File: config.mk
export PLATFORM = sky130hd
export DESIGN_NAME = mem_bus_controller
export DESIGN_NICKNAME = d
export VERILOG_FILES = /design/src/rtl/mem_bus_controller.sv
export SDC_FILE = /design/constraint.sdc
export NUM_CORES = 1
export LEC_CHECK = 0
export ABC_AREA = 0
export CAP_MARGIN = 20
export CORE_ASPECT_RATIO = 1.1
export CORE_MARGIN = 5
export CORE_UTILIZATION = 31
export DETAILED_ROUTE_END_ITERATION = 10
export PLACE_DENSITY_LB_ADDON = 0.15
export SYNTH_ARGS = -nofsm -noshare
export SYNTH_HDL_FRONTEND = slang
export SYNTH_SLANG_ARGS = --single-unit
File: constraint.sdc
create_clock -name clk -period 1.7 [get_ports clk]
set_input_delay 0.425 -clock clk [delete_from_list [all_inputs] [get_ports clk]]
set_output_delay 0.425 -clock clk [all_outputs]
set_load 0.01 [all_outputs]
File: src/rtl/mem_bus_controller.sv
// Multi-cycle data-memory access controller: one request at a time, WAIT_CYCLES+1 access cycles, one-cycle response.
// Faulting requests (misaligned / out of range) skip memory and respond the cycle after acceptance.
module mem_bus_controller #(
  parameter int WAIT_CYCLES = 2,
  parameter int MEM_WORDS   = 256,
  parameter int ADDR_WIDTH  = 32
) (
  input  logic                  clk,
  input  logic                  rst_n,
  input  logic                  cpu_req_valid,
  input  logic                  cpu_req_write,
  input  logic [ADDR_WIDTH-1:0] cpu_req_addr,
  input  logic [31:0]           cpu_req_wdata,
  output logic                  cpu_req_ready,
  output logic                  cpu_resp_valid,
  output logic [31:0]           cpu_resp_rdata,
  output logic                  cpu_resp_fault,
  output logic [ADDR_WIDTH-1:0] mem_addr,
  output logic [31:0]           mem_wdata,
  output logic                  mem_re,
  output logic                  mem_we,
  input  logic [31:0]           mem_rdata
);

  localparam int CW = (WAIT_CYCLES > 0) ? $clog2(WAIT_CYCLES + 1) : 1;
  localparam logic [CW-1:0]         CNT_INIT   = CW'(WAIT_CYCLES);
  localparam logic [ADDR_WIDTH-3:0] WORD_LIMIT = (ADDR_WIDTH-2)'(MEM_WORDS);

  typedef enum logic [1:0] {S_IDLE, S_ACCESS, S_RESP} state_e;

  state_e                state_q, state_d;
  logic [CW-1:0]         cnt_q, cnt_d;
  logic [ADDR_WIDTH-1:0] addr_q, addr_d;
  logic [31:0]           wdata_q, wdata_d;
  logic                  write_q, write_d;
  logic [31:0]           rdata_q, rdata_d;
  logic                  fault_q, fault_d;

  logic accept;
  logic req_fault;

  assign accept    = cpu_req_valid && (state_q == S_IDLE);
  assign req_fault = (cpu_req_addr[1:0] != 2'b00) || (cpu_req_addr[ADDR_WIDTH-1:2] >= WORD_LIMIT);

  always_ff @(posedge clk) begin
    if (!rst_n) begin
      state_q <= S_IDLE;
      cnt_q   <= '0;
      addr_q  <= '0;
      wdata_q <= '0;
      write_q <= 1'b0;
      rdata_q <= '0;
      fault_q <= 1'b0;
    end else begin
      state_q <= state_d;
      cnt_q   <= cnt_d;
      addr_q  <= addr_d;
      wdata_q <= wdata_d;
      write_q <= write_d;
      rdata_q <= rdata_d;
      fault_q <= fault_d;
    end
  end

  always_comb begin
    state_d = state_q;
    unique case (state_q)
      S_IDLE:   if (accept) state_d = req_fault ? S_RESP : S_ACCESS;
      S_ACCESS: if (cnt_q == '0) state_d = S_RESP;
      S_RESP:   state_d = S_IDLE;
      default:  state_d = S_IDLE;
    endcase
  end

  // Response fields change only when a response is produced, so they stay stable between responses.
  always_comb begin
    cnt_d   = cnt_q;
    addr_d  = addr_q;
    wdata_d = wdata_q;
    write_d = write_q;
    rdata_d = rdata_q;
    fault_d = fault_q;
    if (accept) begin
      addr_d  = cpu_req_addr;
      wdata_d = cpu_req_wdata;
      write_d = cpu_req_write;
      cnt_d   = CNT_INIT;
      if (req_fault) begin
        rdata_d = '0;
        fault_d = 1'b1;
      end
    end else if (state_q == S_ACCESS) begin
      if (cnt_q == '0) begin
        rdata_d = write_q ? 32'd0 : mem_rdata;
        fault_d = 1'b0;
      end else begin
        cnt_d = cnt_q - 1'b1;
      end
    end
  end

  always_comb begin
    cpu_req_ready  = (state_q == S_IDLE);
    cpu_resp_valid = (state_q == S_RESP);
    mem_re         = (state_q == S_ACCESS) && !write_q;
    mem_we         = (state_q == S_ACCESS) && write_q && (cnt_q == '0);
  end

  assign cpu_resp_rdata = rdata_q;
  assign cpu_resp_fault = fault_q;
  assign mem_addr       = addr_q;
  assign mem_wdata      = wdata_q;

endmodule

==> results of run 1 <==
power groups by stage:
stage | registers (mW) | clock network (mW) | logic, mW
global placement | 2.59 | 0 | 0.911
floorplan | 2.63 | 0 | 0.318
global route | 2.55 | 2.12 | 1.03
detailed placement | 2.59 | 0 | 0.919
finish | 2.54 | 1.93 | 0.949
CTS | 2.54 | 2.02 | 0.951
layout by cell type, fill, tap and decap left out, drive strengths merged:
cell / Yosys / final
dlygate4sd2: 0 / 3
a21boi: 66 / 66
dlymetal6s2s: 0 / 48
nor3b: 32 / 32
clkdlybuf4s50: 0 / 144
nor2b: 1 / 1
or4: 2 / 2
nor3: 33 / 33
dfxtp: 102 / 102
clkbuf: 18 / 15
clkinv: 0 / 4
a31oi: 1 / 1
and4b: 1 / 1
and4: 1 / 1
nand3: 2 / 2
and2: 1 / 1
or2b: 1 / 1
or4b: 1 / 1
mux2i: 1 / 1
bufbuf: 0 / 1
a21oi: 33 / 33
and2b: 1 / 1
nor4: 4 / 4
inv: 1 / 2
and3: 1 / 1
buf: 25 / 34
o21ai: 34 / 34
nor2: 7 / 7
clkinvlp: 0 / 1
nand2: 136 / 136
through the flow:
stage / hold WS, ps / util, %
3_5_place_dp: 456 / 48.3
5_1_grt: 376 / 54.1
3_3_place_gp: 449 / 48.3
2_1_floorplan: 446 / -
4_1_cts: 465 / 50.9
6_report: 390 / 54.1
timing repair:
action	CTS	global route
pin swaps	0	15
endpoints found under the setup margin	66	81
resized for setup	29	92
gates cloned	1	6
buffers inserted	2	2
cells in the mapped netlist (2+ instances only):
master    number  area (um2)
nand2_1      136         510
nor3_1        33         165
buf_6          3        33.8
a21oi_2       27         236
dfxtp_1      102        2040
nor3b_1        5        37.5
nor4_1         4        25.0
or4_1          2        15.0
o21ai_0        7        35.0
a21oi_1        6        30.0
buf_1          5        18.8
buf_4          4        30.0
buf_2         13        65.1
a21boi_0      66         495
nand3_1        2        10.0
o21ai_1       27         135
clkbuf_1      18        67.6
nor3b_2       27         338
nor2_1         7        26.3
logic make-up (layout without fill, tap and decap cells):
kind of cell | count (synthesis) | after routing | share of synthesized area [%]
simple gates | 224 | 224 | 27.0
compound gates | 134 | 134 | 21.3
flops | 102 | 102 | 46.4
buf+inv | 44 | 252 | 4.98
mux | 1 | 1 | 0.228
flip-flops by register name (all words and copies together), names as in the netlist:
signal / count
cnt_q: 2
cpu_resp_fault: 1
state_q: 2
mem_addr: 32
cpu_resp_rdata: 32
mem_wdata: 32
write_q: 1
area by class of cell:
type                    instances  area, um2
flip-flops and latches        102       2050
clock inverters                 6       36.3
fillers                      1283       6350
well taps                     188        235
repair buffers                235       2570
multi-input cells             359       2370
inverters                       1       3.75
clock buffers                  10        239
metal layers:
layer | up-vias | part of all wire (%) | global-route usage, %
met5 | - | 0 | 0
met2 | 178 | 46 | 25.7
met1 | 1981 | 39 | 18.7
met4 | 0 | 2.3 | 6.52
met3 | 19 | 12 | 8.67
li1 | 2124 | - | -
worst max-delay path: cells and delay by family (launching register included):
| kind | cells | cell delay (ps) |
|---|---|---|
| flops | 1 | 320 |
| buf+inv | 1 | 110 |
| simple gates | 2 | 670 |
how the worst min path moves through the flow:
stage,start,end,slack [ps],depth (start not counted)
after floorplan,cnt_q[1]$_SDFFE_PN0P_,cnt_q[0]$_SDFFE_PP0P_,450,2
after global placement,mem_addr[4]$_SDFFE_PN0P_,mem_addr[4]$_SDFFE_PN0P_,450,2
after detailed placement,mem_addr[17]$_SDFFE_PN0P_,mem_addr[17]$_SDFFE_PN0P_,460,2
after CTS,mem_addr[17]$_SDFFE_PN0P_,mem_addr[17]$_SDFFE_PN0P_,460,2
after global routing,cpu_req_addr[30],mem_addr[30]$_SDFFE_PN0P_,380,3
final,cpu_req_addr[30],mem_addr[30]$_SDFFE_PN0P_,390,3
==> flow_metrics.env, run 1 <==
export IMPL_outcome="complete, but fails checks"
export IMPL_violations="negative setup slack"
export IMPL_placeableCoreArea_mm2=0.0139
export IMPL_cap_viol_max_count=0
export IMPL_layout_cell_area_non_filler_mm2=0.00750
export IMPL_via_total_after_detailed_routing=4302
export IMPL_dpl_hpwl_um=9760
export IMPL_core_rowCount=45
export IMPL_synth_sequential_area_ratio_pct=46.4
export IMPL_unrepaired_setup_endpoints_after_global_routing="true"
export IMPL_clock_buffers_created_by_tritoncts=9
export IMPL_cts_htree_levels=3
export IMPL_worst_r2r_cell_count=6
export IMPL_portBuffers=200
export IMPL_cp_startpoint="cnt_q[1]$_SDFFE_PN0P_"
export IMPL_sw_frac_of_total_pct=25.3
export IMPL_post_route_cells_drive_above_1_share_pct=18.9
export IMPL_ys_ff_latch=102
export IMPL_vias_per_cell=4.77
export IMPL_min_delay_path_class="primary input to flip-flop"
export IMPL_place_worst_setup_slack_ps=-513
export IMPL_cts_hold_fix_buffers=0
export IMPL_numClockSinks=102
export IMPL_end_kind="output port"
export IMPL_detail_route_drc_violations=0
export IMPL_drv_slew=0
export IMPL_chipHeight_um=135
export IMPL_power_internal_mw=4.05
export IMPL_critical_path_cell_chain="or4b_4, nor2_4, buf_6"
export IMPL_clock_fmax_mhz=537
export IMPL_fp_dieArea_mm2=0.0167
export IMPL_clk_insertion_delay_late_ps=340
export IMPL_synthesis_instances=505
export IMPL_timing_critical_path_arrival_ps=1440
export IMPL_final_antenna_net_count=0
export IMPL_floorplan_io_pins=201
export IMPL_timing_slew_headroom_pct=50.6
export IMPL_initialDrtViolationCount=127
export IMPL_initial_core_util_pct=31.8
export IMPL_drtPass1Iterations=4
export IMPL_gr_usage_all_layers_pct=16.4
export IMPL_final_min_period_over_clock_period_pct=109
export IMPL_worstPathRequired_ps=1270
export IMPL_post_dp_cell_area_mm2=0.00668
export IMPL_placed_cells=874
export IMPL_setup_viol=34
export IMPL_cts_tree="yes"
export IMPL_insertedDiodeCount=0
export IMPL_timing_setup_critical_path_class="flip-flop to output port"
export IMPL_gpl_final_weighted_congestion=0.774
export IMPL_totalWireLength_um=14600
export IMPL_synth_warning_count=0
export IMPL_cp_endpoint="mem_we"
export IMPL_switching_power_mw=1.37
export IMPL_maximum_buffer_depth_of_the_clock_tree=2
export IMPL_critPathLaunchType="flip-flop"
export IMPL_crit_path_top_delay_cell="or4b_4"
export IMPL_timing_critical_path_fanout_max=3
export IMPL_reg_power_share_pct=46.8
export IMPL_synth_net_count=605
export IMPL_share_clk_of_total_power_pct=35.7
export IMPL_synthToLayoutAreaGrowth_pct=70.4
export IMPL_wire_per_inst_um=16.2
export IMPL_design_power_total_mw=5.42
export IMPL_cts_root_buffer="clkbuf_16"
export IMPL_synth_avg_cell_area_um2=8.71
export IMPL_grt_max_degree=66
export IMPL_synthArstFlopShare_pct=0
export IMPL_number_of_antenna_violations_at_the_first_check_in_global_routing=0
export IMPL_crit_reg2reg_capture="cpu_resp_rdata[4]$_SDFFE_PN0P_"
export IMPL_hold_violations=0
export IMPL_highest_ir_drop_seen_on_vdd_uv=507
export IMPL_slowest_delay_ps=570
export IMPL_number_of_flops_mapped_to_enable_cells_by_yosys=0
export IMPL_combinationalPowerShare_pct=17.5
export IMPL_grt_pass1_vias=4292
export IMPL_critical_path_reg2reg_startpoint="cnt_q[1]$_SDFFE_PN0P_"
export IMPL_dieWidth_um=124
export IMPL_first_pass_grt_wire_length_um=21700
export IMPL_post_route_worst_setup_slack_ps=-161
export IMPL_synthDistinctLibCells=30
export IMPL_min_clock_period_post_route_ps=1860
export IMPL_layout_cells_non_filler=901
export IMPL_rrSetupSlack_ps=-90
export IMPL_finish_net_count=808
export IMPL_power_density_mw_per_mm2=723
export IMPL_worst_pin_slew_ps=740
export IMPL_total_leakage_power_nw=3.34
export IMPL_tns_ps=-2510
export IMPL_ys_dominant_reg_cell="dfxtp_1"
export IMPL_clkSlewWorstSetupHoldPaths_ps=70
export IMPL_final_setup_skew_ps=4.51
export IMPL_grt_overflow=0
export IMPL_netlist_area_mm2=0.00440
Power figures use the tool's default switching activity.
==> inputs of run 2 (changes only) <==
- CORE_MARGIN: 5 -> 2
- GPL_TIMING_DRIVEN: not set -> 0
- SLEW_MARGIN: not set -> 20
==> run 2 against run 1 <==
The flow still finishes with violations (negative setup slack). Clock-buffer cell count is 1 higher. Wire length is 0.91% lower. Global-route usage is 2.6 points higher. Sequential power hardly changed. First-iteration DRC count is 29% higher. Clock skew is 1.6 ps higher. Maximum frequency is 6.7% lower.
==> flow_metrics.env, run 2 (synthesis results as in run 1) <==
export IMPL_combinationalPowerShare_pct=16.0
export IMPL_final_core_util_pct=56.1
export IMPL_outcome="complete, but fails checks"
export IMPL_wire_per_inst_um=15.6
export IMPL_clk_insertion_delay_late_ps=350
export IMPL_clock_buffers_created_by_tritoncts=9
export IMPL_highest_ir_drop_seen_on_vdd_uv=487
export IMPL_numClockSinks=102
export IMPL_chipHeight_um=129
export IMPL_hold_violations=0
export IMPL_fp_dieArea_mm2=0.0152
export IMPL_critPathLaunchType="flip-flop"
export IMPL_first_pass_grt_wire_length_um=23000
export IMPL_switching_power_mw=1.39
export IMPL_wl_met1_um=5720
export IMPL_total_leakage_power_nw=3.35
export IMPL_worstPathRequired_ps=1270
export IMPL_layout_cell_area_non_filler_mm2=0.00777
export IMPL_place_worst_setup_slack_ps=-783
export IMPL_finish_net_count=835
export IMPL_cts_root_buffer="clkbuf_16"
export IMPL_highest_signal_layer="met4"
export IMPL_core_rowCount=45
export IMPL_power_internal_mw=4.48
export IMPL_hold_slack_ps=382
export IMPL_cts_htree_levels=3
export IMPL_timing_critical_path_fanout_max=2
export IMPL_gr_usage_all_layers_pct=19.0
export IMPL_worst_r2r_cell_count=8
export IMPL_clkSlewWorstSetupHoldPaths_ps=70
export IMPL_vias_per_cell=4.72
export IMPL_tns_ps=-5810
export IMPL_post_route_cells_drive_above_1_share_pct=21.5
export IMPL_via_total_after_detailed_routing=4379
export IMPL_cp_startpoint="cnt_q[0]$_SDFFE_PP0P_"
export IMPL_sw_frac_of_total_pct=23.6
export IMPL_totalWireLength_um=14500
export IMPL_cap_viol_max_count=0
export IMPL_multi_input_comb_area_mm2=0.00241
export IMPL_gpl_final_weighted_congestion=0.743
export IMPL_portBuffers=199
export IMPL_grt_pass1_vias=4573
export IMPL_post_dp_cell_area_mm2=0.00663
export IMPL_initialDrtViolationCount=164
export IMPL_clock_fmax_mhz=501
export IMPL_timing_slew_headroom_pct=56.9
export IMPL_floorplan_io_pins=201
export IMPL_cp_endpoint="mem_we"
export IMPL_dr_wl_met3_um=1330
export IMPL_cts_hold_fix_buffers=0
export IMPL_top_library_cells_by_usage_in_the_layout_fill_and_taps_aside="148 x clkdlybuf4s50_1, 135 x nand2_1, 97 x dfxtp_1"
export IMPL_crit_path_top_delay_cell="or4b_4"
export IMPL_power_density_mw_per_mm2=756
export IMPL_grt_max_degree=17
export IMPL_dieWidth_um=118
export IMPL_dr_wl_met2_um=7250
export IMPL_critical_path_reg2reg_startpoint="cnt_q[0]$_SDFFE_PP0P_"
export IMPL_unrepaired_setup_endpoints_after_global_routing="true"
export IMPL_fillCellCount=1268
export IMPL_post_route_worst_setup_slack_ps=-295
export IMPL_dpl_hpwl_um=10000
export IMPL_initial_core_util_pct=31.8
export IMPL_final_common_cell="clkdlybuf4s50_1"
export IMPL_drv_slew=0
export IMPL_cts_tree="yes"
export IMPL_min_clock_period_post_route_ps=2000
export IMPL_slowest_delay_ps=570
export IMPL_timing_critical_path_arrival_ps=1570
export IMPL_drtPass1Iterations=4
export IMPL_detail_route_drc_violations=0
export IMPL_maximum_buffer_depth_of_the_clock_tree=2
export IMPL_synthToLayoutAreaGrowth_pct=76.6
export IMPL_final_antenna_net_count=0
export IMPL_design_power_total_mw=5.87
export IMPL_share_clk_of_total_power_pct=40.8
export IMPL_placed_cells=892
export IMPL_final_seq_area_mm2=0.00205
export IMPL_violations="negative setup slack"
export IMPL_layout_cells_non_filler=928
export IMPL_reg_power_share_pct=43.3
export IMPL_final_min_period_over_clock_period_pct=117
export IMPL_grt_overflow=0
export IMPL_rrSetupSlack_ps=-190
export IMPL_worst_pin_slew_ps=646
export IMPL_critical_path_cell_chain="or4b_4, buf_12, nor2_4, buf_6"
export IMPL_insertedDiodeCount=0
export IMPL_min_delay_path_class="primary input to flip-flop"
export IMPL_number_of_antenna_violations_at_the_first_check_in_global_routing=0
export IMPL_setup_viol=35
export IMPL_timing_setup_critical_path_class="flip-flop to output port"
export IMPL_crit_reg2reg_capture="cpu_resp_rdata[0]$_SDFFE_PN0P_"
export IMPL_final_setup_skew_ps=6.15
export IMPL_end_kind="output port"
export IMPL_placeableCoreArea_mm2=0.0139
run 2: cell count changes in the layout (fill, tap and decap cells not counted), sizes merged:
cell,before,now
bufinv,0,3
dlymetal6s2s,48,41
clkbuf,15,33
dlygate4sd2,3,6
clkinv,4,1
buf,34,45
bufbuf,1,0
clkdlybuf4s50,144,148
inv,2,1
run 2: power by group through the flow:
stage	sequential, mW	combinational (mW)	clock (mW)
2_1_floorplan	2.63	0.318	0
3_3_place_gp	2.59	0.885	0
3_5_place_dp	2.59	0.895	0
4_1_cts	2.54	0.941	2.46
5_1_grt	2.56	1.02	2.56
6_report	2.54	0.937	2.39
run 2: how the worst min path moves through the flow:
| stage | cells past startpoint | slack (ps) | start | to |
|---|---|---|---|---|
| global placement | 2 | 450 | mem_wdata[1]$_SDFFE_PN0P_ | mem_wdata[1]$_SDFFE_PN0P_ |
| finish | 3 | 380 | cpu_req_addr[15] | mem_addr[15]$_SDFFE_PN0P_ |
| CTS | 2 | 460 | rst_n | mem_wdata[14]$_SDFFE_PN0P_ |
| floorplan | 2 | 450 | cnt_q[1]$_SDFFE_PN0P_ | cnt_q[0]$_SDFFE_PP0P_ |
| detailed placement | 2 | 460 | mem_wdata[18]$_SDFFE_PN0P_ | mem_wdata[18]$_SDFFE_PN0P_ |
| global route | 3 | 390 | cpu_req_addr[11] | mem_addr[11]$_SDFFE_PN0P_ |
run 2: worst max-delay path, delay by kind of cell (launching register included):
kind                   cells  cell delay (ps)
flip-flops                 1              320
AND/OR/NAND/NOR            2              640
buffers and inverters      2              260
run 2: cell type report:
| cell class | count | share of cell area [%] |
|---|---|---|
| buffer | 40 | 3.80 |
| inverter | 1 | 0.0483 |
| sequential | 102 | 26.4 |
| clock buffer | 11 | 3.13 |
| multi-input combinational | 359 | 31.0 |
| tap | 188 | 3.03 |
| timing repair buffer | 222 | 31.2 |
| clock inverter | 5 | 1.37 |
run 2: what timing repair did:
action | in CTS | in global routing
cloned | 5 | 0
endpoints found under the setup margin | 85 | 135
pin swaps | 25 | 17
hold endpoints to repair | 0 | 0
gates resized for setup | 107 | 75
setup buffers | 16 | 3
run 2: layer usage:
metal  vias up  global-route usage [%]
met5         -                       0
met4         0                    6.59
li1       2186                       -
met1      2034                    20.8
met2       147                    34.0
met3        12                    7.18
==> inputs of run 3 (changes only) <==
- CORE_UTILIZATION: 31 -> 38
- PLACE_DENSITY: not set -> 0.76
- PLACE_DENSITY_LB_ADDON: 0.15 -> not set
==> run 3 against run 2 <==
The flow still finishes with violations (negative setup slack). Register-to-register slack worse by 50 ps. Sequential share of layout area is 0.37 points higher. Wire length grew 1.4%. Sequential power about the same. Highest routed layer unchanged. Maximum frequency fell by 0.53%. Hold slack gained 11 ps.
==> flow_metrics.env, run 3 (synthesis results as in run 1) <==
export IMPL_outcome="complete, but fails checks"
export IMPL_violations="negative setup slack"
export IMPL_final_setup_skew_ps=8.42
export IMPL_vias_per_cell=4.96
export IMPL_worstPathRequired_ps=1270
export IMPL_core_rowCount=41
export IMPL_setup_viol=34
export IMPL_timing_slew_headroom_pct=54.8
export IMPL_cts_root_buffer="clkbuf_16"
export IMPL_final_antenna_net_count=0
export IMPL_grt_pass1_vias=4451
export IMPL_power_density_mw_per_mm2=728
export IMPL_multi_input_comb_area_mm2=0.00248
export IMPL_final_min_period_over_clock_period_pct=118
export IMPL_dpl_hpwl_um=9910
export IMPL_initial_core_util_pct=38.6
export IMPL_final_core_util_pct=67.3
export IMPL_dieWidth_um=107
export IMPL_timing_critical_path_arrival_ps=1580
export IMPL_timing_critical_path_fanout_max=2
export IMPL_placeableCoreArea_mm2=0.0114
export IMPL_gr_usage_all_layers_pct=22.4
export IMPL_total_leakage_power_nw=3.06
export IMPL_clk_insertion_delay_late_ps=340
export IMPL_detail_route_drc_violations=0
export IMPL_finish_net_count=833
export IMPL_end_kind="output port"
export IMPL_fp_dieArea_mm2=0.0125
export IMPL_cts_htree_levels=3
export IMPL_cts_tree="yes"
export IMPL_initialDrtViolationCount=165
export IMPL_numClockSinks=102
export IMPL_drtPass1Iterations=4
export IMPL_unrepaired_setup_endpoints_after_global_routing="true"
export IMPL_via_total_after_detailed_routing=4405
export IMPL_design_power_total_mw=5.59
export IMPL_slowest_delay_ps=570
export IMPL_clock_fmax_mhz=499
export IMPL_drv_slew=0
export IMPL_post_route_worst_setup_slack_ps=-306
export IMPL_highest_ir_drop_seen_on_vdd_uv=509
export IMPL_final_common_cell="clkdlybuf4s50_1"
export IMPL_maximum_buffer_depth_of_the_clock_tree=2
export IMPL_grt_overflow=0
export IMPL_path_buf_inv=2
export IMPL_floorplan_io_pins=201
export IMPL_clkSlewWorstSetupHoldPaths_ps=70
export IMPL_fillCellCount=885
export IMPL_chipHeight_um=117
export IMPL_critPathLaunchType="flip-flop"
export IMPL_number_of_antenna_violations_at_the_first_check_in_global_routing=0
export IMPL_min_clock_period_post_route_ps=2010
export IMPL_critical_path_cell_chain="or4b_4, buf_12, nor2_4, buf_6"
export IMPL_grt_max_degree=16
export IMPL_cap_viol_max_count=0
export IMPL_post_route_cells_drive_above_1_share_pct=22.1
export IMPL_synthToLayoutAreaGrowth_pct=74.3
export IMPL_first_pass_grt_wire_length_um=22000
export IMPL_clock_buffers_created_by_tritoncts=9
export IMPL_crit_path_top_delay_cell="or4b_4"
export IMPL_final_seq_area_mm2=0.00206
export IMPL_hold_violations=0
export IMPL_critical_path_top_delay_family="simple AND/OR/NAND/NOR gates"
export IMPL_top_library_cells_by_usage_in_the_layout_fill_and_taps_aside="164 x clkdlybuf4s50_1, 134 x nand2_1, 97 x dfxtp_1"
export IMPL_gpl_final_weighted_congestion=0.853
export IMPL_portBuffers=199
export IMPL_totalWireLength_um=14700
export IMPL_worst_pin_slew_ps=678
export IMPL_min_delay_path_class="primary input to flip-flop"
export IMPL_wire_per_inst_um=16.6
export IMPL_insertedDiodeCount=0
export IMPL_timing_setup_critical_path_class="flip-flop to output port"
==> run 3: changes by cell type in the layout (fill, tap and decap cells not counted), moves of 3 or more <==
| cell | before | now |
|---|---|---|
| nor3b_2 | 16 | 9 |
| nor3_1 | 25 | 21 |
| nor3b_4 | 16 | 22 |
| nor3_2 | 8 | 12 |
| o21ai_1 | 24 | 20 |
| buf_12 | 9 | 6 |
| clkdlybuf4s50_1 | 148 | 164 |
| o21ai_2 | 5 | 10 |
| buf_4 | 13 | 8 |
| dlymetal6s2s_1 | 41 | 23 |
==> run 3: final cells by class <==
class / instances / share of cell area, %
flip-flops and latches: 102 / 26.8
plain buffers: 41 / 3.95
multi-input cells: 360 / 32.4
clock buffers: 13 / 3.39
well taps: 150 / 2.45
repair buffers: 218 / 30.4
inverters: 1 / 0.0489
clock inverters: 3 / 0.555
==> run 3: worst min-delay path: cells and delay by family <==
family                 cells  cell delay (ps)
AO/OA/AOI/OAI              1               60
buffers and inverters      1              140
AND/OR/NAND/NOR            1               50
==> run 3: path summary, 6_finish.rpt <==
kind | startpoint | endpoint | slack, ps | cells after the start
worst max-delay path | cnt_q[0]$_SDFFE_PP0P_ | mem_we | -310 | 4
worst min-delay path | cpu_req_addr[12] | mem_addr[12]$_SDFFE_PN0P_ | 390 | 3
worst max register to register | cnt_q[0]$_SDFFE_PP0P_ | cpu_resp_rdata[19]$_SDFFE_PN0P_ | -240 | 7
worst min register to register | mem_addr[31]$_SDFFE_PN0P_ | mem_addr[31]$_SDFFE_PN0P_ | 460 | 2
==> run 3: where the power goes <==
part	leakage (nW)	switching (mW)	total, mW	internal [mW]
Combinational	2.08	0.429	0.949	0.520
Clock	0.146	0.872	2.09	1.22
Sequential	0.836	0.0577	2.54	2.49
Total	3.06	1.36	5.59	4.23
==> run 3: layer usage <==
| layer | vias up | track usage (%) | wire length [um] |
|---|---|---|---|
| li1 | 2168 | - | - |
| met4 | 0 | 8.66 | 219 |
| met1 | 2052 | 24.7 | 5780 |
| met5 | - | 0 | 0 |
| met2 | 166 | 41.3 | 7710 |
| met3 | 19 | 5.81 | 1000 |
==> run 3: repair_timing <==
item                                    CTS  global route
pin swaps                                40            13
gates cloned                              6             0
gates resized for setup                 119            58
hold buffers                              0             0
endpoints found under the setup margin   81           114
buffers inserted                         12             3
==> run 3: metrics by stage <==
stage / setup TNS (ps) / hold slack [ps] / setup slack [ps] / instances / instance area, um2
finish: -5950 / 394 / -306 / 888 / 7670
global route: -7680 / 412 / -340 / 888 / 7670
CTS: -6780 / 463 / -374 / 887 / 7510
detailed placement: -54120 / 456 / -951 / 854 / 6580
global placement: -49900 / 449 / -926 / 854 / 6580
floorplan: 0 / 446 / 22.7 / 505 / 4400
